$ cat src/rtl/spi_engine_arbiter.sv
// spi_engine_arbiter
//   Shares one SPI_MODULE word-transfer engine (GO/DONE handshake) between
//   N_REQ requesters. Round-robin grant, 4-phase engine handshake, one-cycle
//   ACK back to the granted requester with the received word on RD_DATA.
//
// Parameters
//   N_REQ          number of requesters (2..8)
//   DATA_W         transfer word width, matches SPI_IN/SPI_OUT
//   TIMEOUT_CYCLES watchdog limit in CLOCK cycles (timeout build only)
//
// Ports
//   CLOCK, RESET_N   clock, synchronous active-low reset
//   REQ              per-requester request level
//   REQ_DATA         per-requester tx word, requester i at [i*DATA_W +: DATA_W]
//   ACK              one-cycle completion pulse to the granted requester
//   RD_DATA          received word, valid with ACK, held until next ACK
//   ERR              pulses with ACK when the transfer timed out
//   BUSY             high from grant until the engine has released DONE
//   GNT_IDX          current / last granted requester
//   ENG_GO, ENG_IN   to SPI_MODULE GO / SPI_IN
//   ENG_OUT, ENG_DONE from SPI_MODULE SPI_OUT / DONE
//
// Build option
//   SPI_ARB_TIMEOUT_EN  enables the BUSY-state watchdog; when undefined ERR
//                       is tied low and BUSY waits for DONE indefinitely.
module spi_engine_arbiter #(
  parameter int N_REQ          = 4,
  parameter int DATA_W         = 32,
  parameter int TIMEOUT_CYCLES = 4096
) (
  input  logic                     CLOCK,
  input  logic                     RESET_N,
  input  logic [N_REQ-1:0]         REQ,
  input  logic [N_REQ*DATA_W-1:0]  REQ_DATA,
  output logic [N_REQ-1:0]         ACK,
  output logic [DATA_W-1:0]        RD_DATA,
  output logic                     ERR,
  output logic                     BUSY,
  output logic [$clog2(N_REQ)-1:0] GNT_IDX,
  output logic                     ENG_GO,
  output logic [DATA_W-1:0]        ENG_IN,
  input  logic [DATA_W-1:0]        ENG_OUT,
  input  logic                     ENG_DONE
);

  localparam int IDX_W = $clog2(N_REQ);

  if (N_REQ < 2 || N_REQ > 8 || TIMEOUT_CYCLES < 2 || TIMEOUT_CYCLES > 65536) begin : g_bad_param
    $error("spi_engine_arbiter: parameter out of range");
  end

  typedef enum logic [1:0] {S_IDLE, S_BUSY, S_RELEASE} state_t;

  state_t                        state, state_nxt;
  logic [IDX_W-1:0]              ptr, ptr_nxt, ptr_inc;
  logic [IDX_W-1:0]              gnt_nxt;
  logic [N_REQ-1:0]              ack_nxt;
  logic                          go_nxt, busy_nxt;
  logic [DATA_W-1:0]             eng_in_nxt, rd_nxt;
  logic [N_REQ-1:0][DATA_W-1:0]  req_word;

  assign req_word = REQ_DATA;

  // ---------------------------------------------------------------------
  // Round-robin pick: lowest set bit at or above ptr wins, otherwise wrap
  // to the lowest set bit overall.
  // ---------------------------------------------------------------------
  logic             hi_vld;
  logic [IDX_W-1:0] hi_idx, lo_idx, pick_idx;

  always_comb begin
    hi_vld = 1'b0;
    hi_idx = '0;
    lo_idx = '0;
    for (int i = N_REQ-1; i >= 0; i--) begin
      if (REQ[i]) begin
        lo_idx = IDX_W'(i);
        if (IDX_W'(i) >= ptr) begin
          hi_vld = 1'b1;
          hi_idx = IDX_W'(i);
        end
      end
    end
    pick_idx = hi_vld ? hi_idx : lo_idx;
  end

  assign ptr_inc = (GNT_IDX == IDX_W'(N_REQ-1)) ? '0 : GNT_IDX + 1'b1;

  // ---------------------------------------------------------------------
  // Watchdog
  // ---------------------------------------------------------------------
`ifdef SPI_ARB_TIMEOUT_EN
  logic [15:0] to_cnt;
  logic        timeout;
  logic        err_nxt;

  assign timeout = (to_cnt == 16'(TIMEOUT_CYCLES-1));

  // Cleared whenever idle, so it always starts from zero at grant.
  always_ff @(posedge CLOCK) begin
    if (!RESET_N)             to_cnt <= '0;
    else if (state == S_BUSY) to_cnt <= to_cnt + 16'd1;
    else                      to_cnt <= '0;
  end
`else
  assign ERR = 1'b0;
`endif

  // ---------------------------------------------------------------------
  // Next-state / next-output
  // ---------------------------------------------------------------------
  always_comb begin
    state_nxt  = state;
    ptr_nxt    = ptr;
    gnt_nxt    = GNT_IDX;
    ack_nxt    = '0;
    go_nxt     = ENG_GO;
    busy_nxt   = BUSY;
    eng_in_nxt = ENG_IN;
    rd_nxt     = RD_DATA;
`ifdef SPI_ARB_TIMEOUT_EN
    err_nxt    = 1'b0;
`endif
    case (state)
      S_IDLE: begin
        // DONE still high means the engine has not finished its return
        // phase; granting now would break the 4-phase handshake.
        if (|REQ && !ENG_DONE) begin
          gnt_nxt    = pick_idx;
          eng_in_nxt = req_word[pick_idx];
          go_nxt     = 1'b1;
          busy_nxt   = 1'b1;
          state_nxt  = S_BUSY;
        end
      end
      S_BUSY: begin
        if (ENG_DONE) begin
          rd_nxt           = ENG_OUT;
          ack_nxt[GNT_IDX] = 1'b1;
          go_nxt           = 1'b0;
          ptr_nxt          = ptr_inc;
          state_nxt        = S_RELEASE;
        end
`ifdef SPI_ARB_TIMEOUT_EN
        else if (timeout) begin
          rd_nxt           = '0;
          ack_nxt[GNT_IDX] = 1'b1;
          err_nxt          = 1'b1;
          go_nxt           = 1'b0;
          ptr_nxt          = ptr_inc;
          state_nxt        = S_RELEASE;
        end
`endif
      end
      S_RELEASE: begin
        if (!ENG_DONE) begin
          busy_nxt  = 1'b0;
          state_nxt = S_IDLE;
        end
      end
      default: state_nxt = S_IDLE;
    endcase
  end

  // ---------------------------------------------------------------------
  // Registers (all outputs are registered)
  // ---------------------------------------------------------------------
  always_ff @(posedge CLOCK) begin
    if (!RESET_N) begin
      state   <= S_IDLE;
      ptr     <= '0;
      GNT_IDX <= '0;
      ACK     <= '0;
      ENG_GO  <= 1'b0;
      BUSY    <= 1'b0;
      ENG_IN  <= '0;
      RD_DATA <= '0;
    end else begin
      state   <= state_nxt;
      ptr     <= ptr_nxt;
      GNT_IDX <= gnt_nxt;
      ACK     <= ack_nxt;
      ENG_GO  <= go_nxt;
      BUSY    <= busy_nxt;
      ENG_IN  <= eng_in_nxt;
      RD_DATA <= rd_nxt;
    end
  end

`ifdef SPI_ARB_TIMEOUT_EN
  always_ff @(posedge CLOCK) begin
    if (!RESET_N) ERR <= 1'b0;
    else          ERR <= err_nxt;
  end
`endif

endmodule

$ cat config.mk
export PLATFORM = sky130hd
export DESIGN_NAME = spi_engine_arbiter
export DESIGN_NICKNAME = d
export VERILOG_FILES = /design/src/rtl/spi_engine_arbiter.sv
export SDC_FILE = /design/constraint.sdc
export NUM_CORES = 1
export LEC_CHECK = 0
export BUFFER_PORTS_ARGS = -buffer_cell sky130_fd_sc_hd__buf_2
export CAP_MARGIN = 20
export CELL_PAD_IN_SITES_DETAIL_PLACEMENT = 0
export CELL_PAD_IN_SITES_GLOBAL_PLACEMENT = 1
export CORE_ASPECT_RATIO = 0.8
export CORE_MARGIN = 2
export CORE_UTILIZATION = 32
export DETAILED_ROUTE_END_ITERATION = 7
export PLACE_DENSITY = 0.95
export SKIP_LAST_GASP = 1
export SYNTH_ARGS = -nofsm -noshare
export SYNTH_HDL_FRONTEND = slang
export SYNTH_SLANG_ARGS = --single-unit
$ cat constraint.sdc
create_clock -name CLOCK -period 2.5 [get_ports CLOCK]
set_clock_uncertainty 0.1 [all_clocks]
set_input_delay 0.125 -clock CLOCK [delete_from_list [all_inputs] [get_ports CLOCK]]
set_output_delay 0.125 -clock CLOCK [all_outputs]
set_load 0.005 [all_outputs]
==> results.yml, run 1 <==
run_status:
  status: "completed"
global_routing:
  grt_overflow: 0
  grt_pass1_vias: 4029
  grt_use_total: 0.188
  grt_max_degree: 45
  antenna_found_initial: 1
  grt_pass1_wl_um: 19000
place:
  place_ws_ns: 0.557
  io_buffer_count: 238
  place.gp.congestion: 0.811
  dp.cells: 772
  post-dp-hpwl_um: 8860
  dpl-instance-area_mm2: 0.00503
setup_path:
  ff2ff_setup_slack_ns: 0.12
  crit_path_start_kind: "flop"
  worstPathRequired_ns: 2.60
  endpoint_kind: "flop"
  worstPathArrival_ns: 2.47
  critPathMaxFanout: 25
  critPathKind: "reg -> reg"
detailed_routing:
  antenna_left: 0
  firstDrtPassIters: 4
  drtIter0Drc: 126
  viasPerCell: 4.83
  wl_per_cell_um: 14.7
  via_count: 4111
  drc: 0
  totalWireLength_um: 12500
clocking:
  cts.clk_slew.worst_paths_ns: 0.06
  htreeDepth: 3
  ctsResizeCount: 0
  tritoncts: "built"
  cts_buffers: 9
  cts_root_buffer: "clkbuf_16"
  clockBufferDepth: 2
  worstSkewPairLatency_ns: 0.33
  cts.sinks: 76
yosys:
  yosysMostFrequentCell: "nand2_1"
  synth_edf_count: 0
  netlist-cell-type-count: 40
  ys_ff_latch: 76
  yosysWarningCount: 0
  synth-main-ff-cell: "dfxtp_1"
  synth.area.top_cells: "dfxtp_1 41%, mux2i_1 15%, nand2_1 10%"
  netlist_top_cells_count: "100 x nand2_1, 76 x dfxtp_1, 56 x mux2i_1"
  synth_top_area_frac: 0.409
  syn_area_mm2: 0.00372
  yosysSeqAreaShare: 0.409
  syn_inst: 407
  avgSynthCellArea_um2: 9.14
  async_reset_ff_frac: 0
  syn_nets: 578
  synth_largest_area_cell: "dfxtp_1"
cells_and_area:
  fillers: 1058
  finish.net_count: 868
  multi_input_area_mm2: 0.00202
  final-instance-count-excl-fill: 851
  area_growth_pct: 60.0
  drive_gt1_frac: 0.400
  final_util: 0.521
  final_area_mm2: 0.00595
  seq_area_mm2: 0.00152
pwr:
  peakVddDrop_mv: 0.286
  p_leak_nw: 2.77
  total_power_mw: 3.34
  power.density_mw_per_mm2: 561
sta:
  max_freq_mhz: 421
  worst_hold_slack_ns: 0.0101
  setup_viol: 0
  slew_headroom: 0.477
  rsz0062_at_grt: "no"
  post-route-period-util: 0.950
  tightest_slew_ns: 0.783
  hold_viol: 0
  finalCriticalPeriod_ns: 2.38
  fin_tns_setup_ns: 0
  drv_slew: 0
  finalWorstSetupSlack_ns: 0.124
min_path:
  min_path_type: "in -> reg"
floorplanning:
  die_x_um: 125
  ioPinCount: 240
  dieArea_mm2: 0.0125
  core_mm2: 0.0114
  rows: 35
  die_h_um: 100
  start_util: 0.326
run:
  drv_cap: 0
routing by layer:
layer | vias to the layer above | track usage | wire length (µm)
met4 | 0 | 0.0666 | 301
met1 | 1908 | 0.206 | 4860
met2 | 158 | 0.351 | 6540
met5 | - | 0 | 0
met3 | 22 | 0.0515 | 794
li1 | 2023 | - | -
power by group:
group	internal [mW]	total, mW	switching, mW
clock	0.870	1.37	0.504
combinational	0.354	0.635	0.281
sequential	1.29	1.33	0.0437
total	2.51	3.34	0.828
sequential cells by signal, summed over array words and instances, names as in the netlist:
name     count
ENG_IN      32
RD_DATA     32
ACK          4
GNT_IDX      2
ptr          2
state        2
BUSY         1
ENG_GO       1
critical path, stage by stage (launching register included):
cell and delay [ns]:
dfxtp_1 0.42, nand2_1 0.15, a221oi_4 0.40, nor2_8 0.11, buf_12 0.19, mux2i_1 0.17
dlygate4sd3_1 0.58, o221ai_1 0.12
placed cells by master, fill, tap and decap left out, types with 4 or more instances in the layout:
cell / count
a21boi_0: 33
a21o_1: 11
and3_1: 5
buf_2: 238
buf_4: 17
clkbuf_16: 9
dfxtp_1: 76
dlygate4sd3_1: 56
ha_1: 4
mux2i_1: 56
nand2_1: 100
nand3_1: 12
nor2b_1: 5
o211ai_1: 11
o21ai_0: 11
o221ai_1: 21
final timing paths:
check	from	end	cells after the start
worst max register to register	ptr[1]	ENG_IN[14]	7
worst min register to register	RD_DATA[5]	RD_DATA[5]	2
worst max-delay path	ptr[1]	ENG_IN[14]	7
worst min-delay path	REQ_DATA[37]	ENG_IN[5]	3
cell type report:
class,instances,area share
well taps,148,0.0311
clock inverters,7,0.0153
inverters,3,0.00189
multi-input cells,295,0.339
clock buffers,9,0.0378
flip-flops and latches,76,0.256
diodes,1,0.000420
repair buffers,312,0.319
cells by family after synthesis:
logic type / synth area share
AND/OR/NAND/NOR: 0.170
AO/OA/AOI/OAI: 0.204
flip-flops: 0.409
multiplexers: 0.151
buffers and inverters: 0.0498
adder cells (fa/ha/maj): 0.0135
other: 0.00101
XOR/XNOR: 0.00235
timing repair:
item,4_1_cts,5_1_grt
setup endpoints to repair,0,8
hold buffers,56,0
endpoints found under the hold margin,46,0
buffers inserted,0,6
No activity file was read; power rests on OpenSTA's default activity.
==> run 2, diff against run 1 <==
- ABC_AREA: not set -> 1
- CORE_UTILIZATION: 32 -> 31
- CTS_CLUSTER_SIZE: not set -> 25
==> run 2 against run 1 <==
Against the previous run: global-route usage up 0.55 points; fmax increased by 17%; largest power group unchanged; critical path type unchanged; clock power is 6% higher; sequential power about the same; worst setup slack better by 0.34 ns; critical path depth grew 4; flip-flop and latch count stayed put; wire length increased by 15%.
==> results.yml, run 2 <==
floorplanning:
  dieArea_mm2: 0.0144
  ioPinCount: 240
  core_mm2: 0.0130
  start_util: 0.322
  die_x_um: 134
  rows: 37
  die_h_um: 108
setup_path:
  worstPathArrival_ns: 2.21
  worstPathCellList: "nand2_1, nand2_1, nand3_1, nand2_1, inv_2, nor2_2, buf_4, nand3_1, nand3_1, nand2_1, inv_1"
  critPathMaxFanout: 11
  critPathMaxStageDelay_ns: 0.46
  critPathKind: "reg -> reg"
  crit_start: "ptr[1]"
  r2r-end: "ENG_IN[31]"
  endpoint_kind: "flop"
  crit_path_start_kind: "flop"
  critPathSlowestCell: "nor2_2"
  worstReg2RegStart: "ptr[1]"
  ff2ff_setup_slack_ns: 0.47
  crit_top_cell: "nand2_1"
  rr_worst_depth: 11
  worstPathRequired_ns: 2.67
cells_and_area:
  fillers: 1376
  area_growth_pct: 50.6
  finish.net_count: 1136
  layout_common_cells: "238 x buf_2, 185 x nand2_1, 129 x inv_1, 121 x nand3_1, 76 x dfxtp_1"
  final_area_mm2: 0.00630
  n_antenna_cell: 0
  final-instance-count-excl-fill: 1145
  drive_gt1_frac: 0.287
  seq_area_mm2: 0.00152
  reg.largest.list: "ENG_IN (32), RD_DATA (32), ACK (4)"
  multi_input_area_mm2: 0.00197
  layout_commonest_cell: "buf_2"
detailed_routing:
  via_count: 5086
  top_layer: "met4"
  wl_per_cell_um: 12.5
  totalWireLength_um: 14400
  drt-met1-wl_um: 6740
  antenna_left: 0
  drc: 0
  viasPerCell: 4.44
  wl_met2_um: 6390
  firstDrtPassIters: 5
  met3_length_um: 965
  drtIter0Drc: 277
sta:
  drv_slew: 0
  setup_viol: 0
  tightest_slew_ns: 0.758
  hold_viol: 0
  max_freq_mhz: 492
  fin_tns_setup_ns: 0
  finalWorstSetupSlack_ns: 0.466
  finalCriticalPeriod_ns: 2.03
  rsz0062_at_grt: "no"
  slew_headroom: 0.494
  post-route-period-util: 0.813
yosys:
  yosysWarningCount: 0
  syn_area_mm2: 0.00418
  async_reset_ff_frac: 0
  avgSynthCellArea_um2: 6.01
  synth-main-ff-cell: "dfxtp_1"
  syn_inst: 696
  netlist_top_cells_count: "185 x nand2_1, 129 x inv_1, 121 x nand3_1"
  syn_nets: 867
  yosysMostFrequentCell: "nand2_1"
  yosysSeqAreaShare: 0.364
  synth_edf_count: 0
  netlist-cell-type-count: 24
  synth_top_area_frac: 0.364
  synth_largest_area_cell: "dfxtp_1"
  synth.area.top_cells: "dfxtp_1 36%, nand2_1 17%, nand3_1 14%"
  ys_ff_latch: 76
clocking:
  cts.sinks: 76
  cts_root_buffer: "clkbuf_16"
  postCtsSetupRepairBufs: 0
  cts_buffers: 9
  htreeDepth: 3
  tritoncts: "built"
  cts.clk_slew.worst_paths_ns: 0.06
  clockBufferDepth: 2
  worstSkewPairLatency_ns: 0.33
min_path:
  hp-start: "REQ_DATA[118]"
  min_path_type: "in -> reg"
  hold_end: "ENG_IN[22]"
  hold_path_depth: 5
place:
  post-dp-hpwl_um: 10100
  dpl-instance-area_mm2: 0.00552
  place_ws_ns: 0.455
  place.gp.congestion: 0.787
  dp.cells: 1085
  io_buffer_count: 238
pwr:
  power_switching_mw: 1.00
  total_power_mw: 3.60
  power.internal_mw: 2.60
  power_frac_comb: 0.224
  power.density_mw_per_mm2: 571
  swShare: 0.279
  clockPowerShare: 0.402
  p_leak_nw: 3.58
  peakVddDrop_mv: 0.280
  seqPwrFrac: 0.374
global_routing:
  grt_pass1_wl_um: 22500
  antenna_found_initial: 0
  grt_pass1_vias: 4731
  grt_overflow: 0
  grt_max_degree: 43
  grt_use_total: 0.193
run:
  drv_cap: 0
run_status:
  status: "completed"
[run 2: area by class of cell]
| cell class | count | area share |
|---|---|---|
| Timing Repair Buffer | 299 | 0.279 |
| Multi-Input combinational cell | 447 | 0.313 |
| Sequential cell | 76 | 0.241 |
| Clock inverter | 5 | 0.0133 |
| Clock buffer | 11 | 0.0401 |
| Inverter | 132 | 0.0786 |
| Tap cell | 175 | 0.0347 |
[run 2: cell families after synthesis]
group	synth area share
adder cells (fa/ha/maj)	0.0120
other	0.000897
AND/OR/NAND/NOR	0.378
buffers and inverters	0.166
AO/OA/AOI/OAI	0.0790
flip-flops	0.364
[run 2: timing repair]
item                                    CTS  global route
hold buffers                             44             0
endpoints found under the hold margin    44             0
gates resized for setup                   0             0
endpoints found under the setup margin    0             0
[run 2: stage by stage]
step,hold slack (ns),utilization
after floorplan,0.123,-
final,0.0334,0.484
after global routing,0.0495,0.484
after CTS,0.0251,0.484
after detailed placement,0.259,0.425
after global placement,0.254,0.425
[run 2: worst max-delay path, delay by kind of cell, from the launching register on]
| family | cells | cell delay, ns |
|---|---|---|
| flip-flops | 1 | 0.38 |
| buffers and inverters | 3 | 0.47 |
| AND/OR/NAND/NOR | 8 | 1.02 |
[run 2: worst max-delay path by stage]
stage | end | slack, ns | depth (start not counted)
3_3_place_gp | ENG_IN[2] | 0.52 | 11
2_1_floorplan | ENG_IN[11] | 0.92 | 13
3_5_place_dp | ENG_IN[31] | 0.46 | 11
4_1_cts | ENG_IN[31] | 0.43 | 11
6_report | ENG_IN[31] | 0.47 | 11
5_1_grt | ENG_IN[31] | 0.16 | 11
[run 2: layer usage]
layer	GRT usage	vias up
li1	-	2655
met1	0.248	2223
met2	0.318	183
met3	0.0527	25
met4	0.0562	0
met5	0	-
[run 2: power by group through the flow]
stage | Sequential (mW) | Clock (mW) | Combinational [mW]
after floorplan | 1.37 | 0 | 0.427
after global placement | 1.37 | 0 | 0.751
after detailed placement | 1.37 | 0 | 0.752
after CTS | 1.35 | 1.49 | 0.808
after global routing | 1.36 | 1.54 | 0.911
final | 1.35 | 1.45 | 0.805
